--- config.mk ---
export PLATFORM = sky130hd
export DESIGN_NAME = mem_port_arbiter
export DESIGN_NICKNAME = d
export VERILOG_FILES = /design/src/rtl/mem_port_arbiter.sv
export SDC_FILE = /design/constraint.sdc
export NUM_CORES = 1
export LEC_CHECK = 0
export CAP_MARGIN = 20
export CORE_AREA = 2 2 104 106
export DETAILED_ROUTE_END_ITERATION = 8
export DIE_AREA = 0 0 106 108
export GPL_ROUTABILITY_DRIVEN = 0
export MAX_ROUTING_LAYER = met4
export SETUP_SLACK_MARGIN = 0.1
export SLEW_MARGIN = 10
export SYNTH_ARGS = -nofsm -noshare
export SYNTH_HDL_FRONTEND = slang
export SYNTH_SLANG_ARGS = --single-unit
--- constraint.sdc ---
create_clock -name clk -period 1.6 [get_ports clk]
set_clock_uncertainty 0.05 [all_clocks]
set_input_delay 0.32 -clock clk [delete_from_list [all_inputs] [get_ports clk]]
set_output_delay 0.32 -clock clk [all_outputs]
set_load 0.01 [all_outputs]
--- src/rtl/mem_port_arbiter.sv ---
// mem_port_arbiter: shares one single-port synchronous memory between the
// instruction-fetch (IF) and load/store (D) requesters of a CPU.
//   clk, reset             : clock, synchronous active-high reset
//   if_req/if_addr         : fetch request, held until if_gnt
//   if_gnt                 : fetch accepted this cycle (combinational)
//   if_rvalid/if_rdata     : fetch response, one cycle after grant
//   d_req/d_we/d_addr/d_wdata : load/store request, held until d_gnt
//   d_gnt                  : data request accepted this cycle (combinational)
//   d_rvalid/d_rdata       : load response, one cycle after grant
//   mem_en/mem_we/mem_addr/mem_wdata/mem_rdata : memory port
//   cpu_stall              : some request is pending but not granted
module mem_port_arbiter #(
  parameter int unsigned AW       = 32,
  parameter int unsigned DW       = 32,
  parameter int unsigned MAX_WAIT = 3
) (
  input  logic          clk,
  input  logic          reset,
  input  logic          if_req,
  input  logic [AW-1:0] if_addr,
  output logic          if_gnt,
  output logic          if_rvalid,
  output logic [DW-1:0] if_rdata,
  input  logic          d_req,
  input  logic          d_we,
  input  logic [AW-1:0] d_addr,
  input  logic [DW-1:0] d_wdata,
  output logic          d_gnt,
  output logic          d_rvalid,
  output logic [DW-1:0] d_rdata,
  output logic          mem_en,
  output logic          mem_we,
  output logic [AW-1:0] mem_addr,
  output logic [DW-1:0] mem_wdata,
  input  logic [DW-1:0] mem_rdata,
  output logic          cpu_stall
);

  localparam int unsigned CW       = 4;
  localparam logic [CW-1:0] CNT_MAX  = '1;
  localparam logic [CW-1:0] WAIT_LIM = CW'(MAX_WAIT);

  typedef enum logic [1:0] {
    OWN_NONE = 2'd0,
    OWN_IF   = 2'd1,
    OWN_D    = 2'd2
  } owner_t;

  owner_t        resp_owner;
  logic [CW-1:0] wait_cnt;
  logic          if_win;
  logic          d_win;

  // Data wins conflicts unless fetch has been denied MAX_WAIT times in a row
  always_comb begin
    if_win = 1'b0;
    d_win  = 1'b0;
    if (!reset) begin
      if_win = if_req && (!d_req || (wait_cnt >= WAIT_LIM));
      d_win  = d_req && !if_win;
    end
  end

  assign if_gnt    = if_win;
  assign d_gnt     = d_win;
  assign cpu_stall = !reset && ((if_req && !if_win) || (d_req && !d_win));

  // Memory port follows the winner; idle and reset drive zeros
  always_comb begin
    mem_en    = 1'b0;
    mem_we    = 1'b0;
    mem_addr  = '0;
    mem_wdata = '0;
    if (if_win) begin
      mem_en   = 1'b1;
      mem_addr = if_addr;
    end else if (d_win) begin
      mem_en    = 1'b1;
      mem_we    = d_we;
      mem_addr  = d_addr;
      mem_wdata = d_wdata;
    end
  end

  // Response owner tag is taken from the grant; stores return nothing
  always_ff @(posedge clk) begin
    if (reset) begin
      resp_owner <= OWN_NONE;
      wait_cnt   <= '0;
    end else begin
      if (if_win)                resp_owner <= OWN_IF;
      else if (d_win && !d_we)   resp_owner <= OWN_D;
      else                       resp_owner <= OWN_NONE;

      if (if_win || !if_req)                 wait_cnt <= '0;
      else if (d_win && wait_cnt != CNT_MAX) wait_cnt <= wait_cnt + CW'(1);
    end
  end

  assign if_rvalid = (resp_owner == OWN_IF);
  assign d_rvalid  = (resp_owner == OWN_D);
  assign if_rdata  = if_rvalid ? mem_rdata : '0;
  assign d_rdata   = d_rvalid  ? mem_rdata : '0;

endmodule

==> flow_summary.yaml <==
timing:
  maxSlewViolCount: 0
  report.final.setup_viol: 129
  rsz0062_at_grt: "yes"
  hold_violations: 0
  clock.fmax_ghz: 0.4803
  post-route-period-util_pct: 130.1
  min_period_ns: 2.082
  final.setup.worst_slack_ns: -0.4822
power_and_ir_drop:
  p_leak_nw: 2.858
  p_switching_w: 0.0005979
  internal_power_w: 0.001228
  seqPwrFrac_pct: 9.1
  combPwrFrac_pct: 78.4
  ir_drop_v: 0.0001875
  clkPwrFrac_pct: 12.4
  sw_frac_of_total_pct: 32.74
  powerDensity_mw_per_mm2: 298.1
  power.total_w: 0.001826
final_layout:
  post-route-cell-area_sq_mm: 0.006126
  n_fill_cell: 858
  drive_gt1_share_pct: 61.28
  final_nets: 712
  area_growth_pct: 265.4
  n_antenna_cell: 0
detailed_routing:
  ant_nets: 0
  num_vias: 3199
  drt_iter0_markers: 84
  detail_route.wl_per_cell_um: 17.86
  drc: 0
  first_pass_iters: 4
  routed_wirelength_um: 12710
  vias_per_cell: 4.493
global_routing:
  use_met3_pct: 3.858
  grt_usage_pct: 20.47
  met1_usage_pct: 22.95
  grt-ovfl-total: 0
  use_met2_pct: 38.99
  top_usage_layer: "met2"
  grt_pass1_vias: 3185
  grt_max_degree: 26
  grt_pass1_wl_um: 17950
  antenna_found_initial: 0
synthesis:
  ys.warnings.count: 0
  synthTopCellsByArea: "and2_1 24%, o32ai_1 17%, nand3b_1 14%"
  synthesis.area_sq_mm: 0.001677
  synth_top_area_cell: "and2_1"
  syn_inst: 248
  netlist.area_leader.share_pct: 24.25
  syn_area_per_cell_sq_um: 6.761
  synthDistinctLibCells: 24
  ys_seq_area_share_pct: 7.164
  synth_seq_cells: 6
floorplan:
  die_area_sq_mm: 0.01145
  core-area_sq_mm: 0.01023
  fp-row-count: 37
  start_util_pct: 16.39
  io_pins: 268
  die_w_um: 106
  chipHeight_um: 108
clock_network:
  clockRootBuffer: "clkbuf_8"
  clk_latency_ns: 0.22
  path_clk_slew_ns: 0.03
  cts_buffers: 3
  ctsHoldBuffers: 0
  clockBufferDepth: 2
  cts.sinks: 6
  cts_max_level: 1
  cts_tree: "built"
placement:
  io_buffers: 267
  place_hpwl_um: 7971
  placement.cell_area_sq_mm: 0.004980
run_status:
  status: "complete, but fails checks"
  violations: "negative setup slack"
hold_path:
  min_path_cells: 1
  min_path_type: "reg2reg"
worst_setup_path:
  worst-setup-path-type: "reg2out"
  rrSetupSlack_ns: 0.11
  worstPathRequired_ns: 1.23
  critical_path.max_fanout: 7
  critPathLaunchType: "flip-flop"
  endpoint_kind: "primary output"
  crit_arrival_ns: 1.71
  reg2reg_depth: 6
job:
  cap_violations: 0
==> synthesized netlist by cell type (all sizes together) <==
cell type and count:
o31a 1, o31ai 1, nor2b 2, dfxtp 6, nand3b 32, and2 65
clkbuf 18, conb 1, and4 1, nor3 2, and2b 1, o22ai 1
nand2b 2, and3 33, inv 32, ha 1, o32ai 32, and4b 1
buf 12, nor2 3, nor4b 1
==> path summary, 6_finish.rpt <==
path / start / to
max: wait_cnt[0] / mem_addr[31]
min reg2reg: wait_cnt[0] / wait_cnt[0]
max reg2reg: wait_cnt[0] / resp_owner[1]
min: wait_cnt[0] / wait_cnt[0]
==> power by group through the flow <==
stage          sequential (W)  combinational, W  clock (W)
6_report             0.000167           0.00143   0.000227
3_5_place_dp         0.000164           0.00111          0
4_1_cts              0.000168           0.00126   0.000234
2_1_floorplan        0.000164          0.000408          0
3_3_place_gp         0.000163           0.00110          0
5_1_grt              0.000168           0.00151   0.000243
==> flip-flops by register name, summed over array words and instances (netlist names) <==
| name | flops |
|---|---|
| resp_owner | 2 |
| wait_cnt | 4 |
==> per-stage QoR <==
| stage | util, % | hold WS, ns | TNS (ns) | std cells | setup slack (ns) |
|---|---|---|---|---|---|
| global placement | 48.67 | 0.5105 | -68.55 | 649 | -0.8752 |
| detailed placement | 48.67 | 0.5197 | -71.52 | 649 | -0.9006 |
| global route | 59.88 | 0.5224 | -38.01 | 712 | -0.5315 |
| finish | 59.88 | 0.5168 | -31.01 | 712 | -0.4822 |
| CTS | 53.05 | 0.5157 | -32.95 | 704 | -0.4960 |
| floorplan | - | 0.3397 | -1.677 | 249 | -0.06723 |
==> cells by family after synthesis <==
group / after synthesis / synth area share, %
and+or+nand+nor: 143 / 56.94
buffers and inverters: 62 / 16.04
AOI/OAI and AO/OA: 35 / 18.88
DFF: 6 / 7.164
other: 1 / 0.2237
adders and majority gates: 1 / 0.7461
==> area by class of cell <==
cell class	count	area [sq um]	share of cell area, %
sequential	6	127.6	2.083
multi-input combinational	182	1953	31.88
inverter	32	120.1	1.961
clock buffer	3	41.29	0.6740
tap	136	170.2	2.778
timing repair buffer	353	3714	60.62
==> worst max-delay path, stage by stage (launching register included) <==
cell	delay, ns
dfxtp_2	0.32
ha_4	0.16
buf_6	0.11
nor4b_4	0.23
buf_4	0.17
buf_6	0.12
buf_12	0.14
o32ai_2	0.09
buf_2	0.14
==> repair_timing <==
item | CTS | global route
gates resized for setup | 624 | 182
endpoints found under the hold margin | 0 | 0
pin swaps | 36 | 34
gates cloned | 14 | 1
setup buffers | 38 | 8
setup endpoints to repair | 137 | 136
==> per-layer routing <==
| layer | up-vias | wire length, um |
|---|---|---|
| met5 | - | 0 |
| met4 | 0 | 170 |
| met3 | 14 | 717 |
| met2 | 137 | 6950 |
| met1 | 1511 | 4876 |
| li1 | 1537 | - |
==> layout by cell type, fill, tap and decap left out, types with 2 or more instances in the layout <==
cell and instances:
nor2b_4 2, buf_2 55, buf_8 5, inv_1 32, and3_4 11, nor2_4 2, buf_6 121, clkdlybuf4s50_1 129
buf_16 9, clkbuf_8 3, buf_4 18, and2_4 65, and3_1 22, buf_12 13, dfxtp_2 6, conb_1 2
o32ai_4 10, nand3b_1 32, o32ai_2 22, o31ai_4 2
Power figures use the tool's default switching activity.
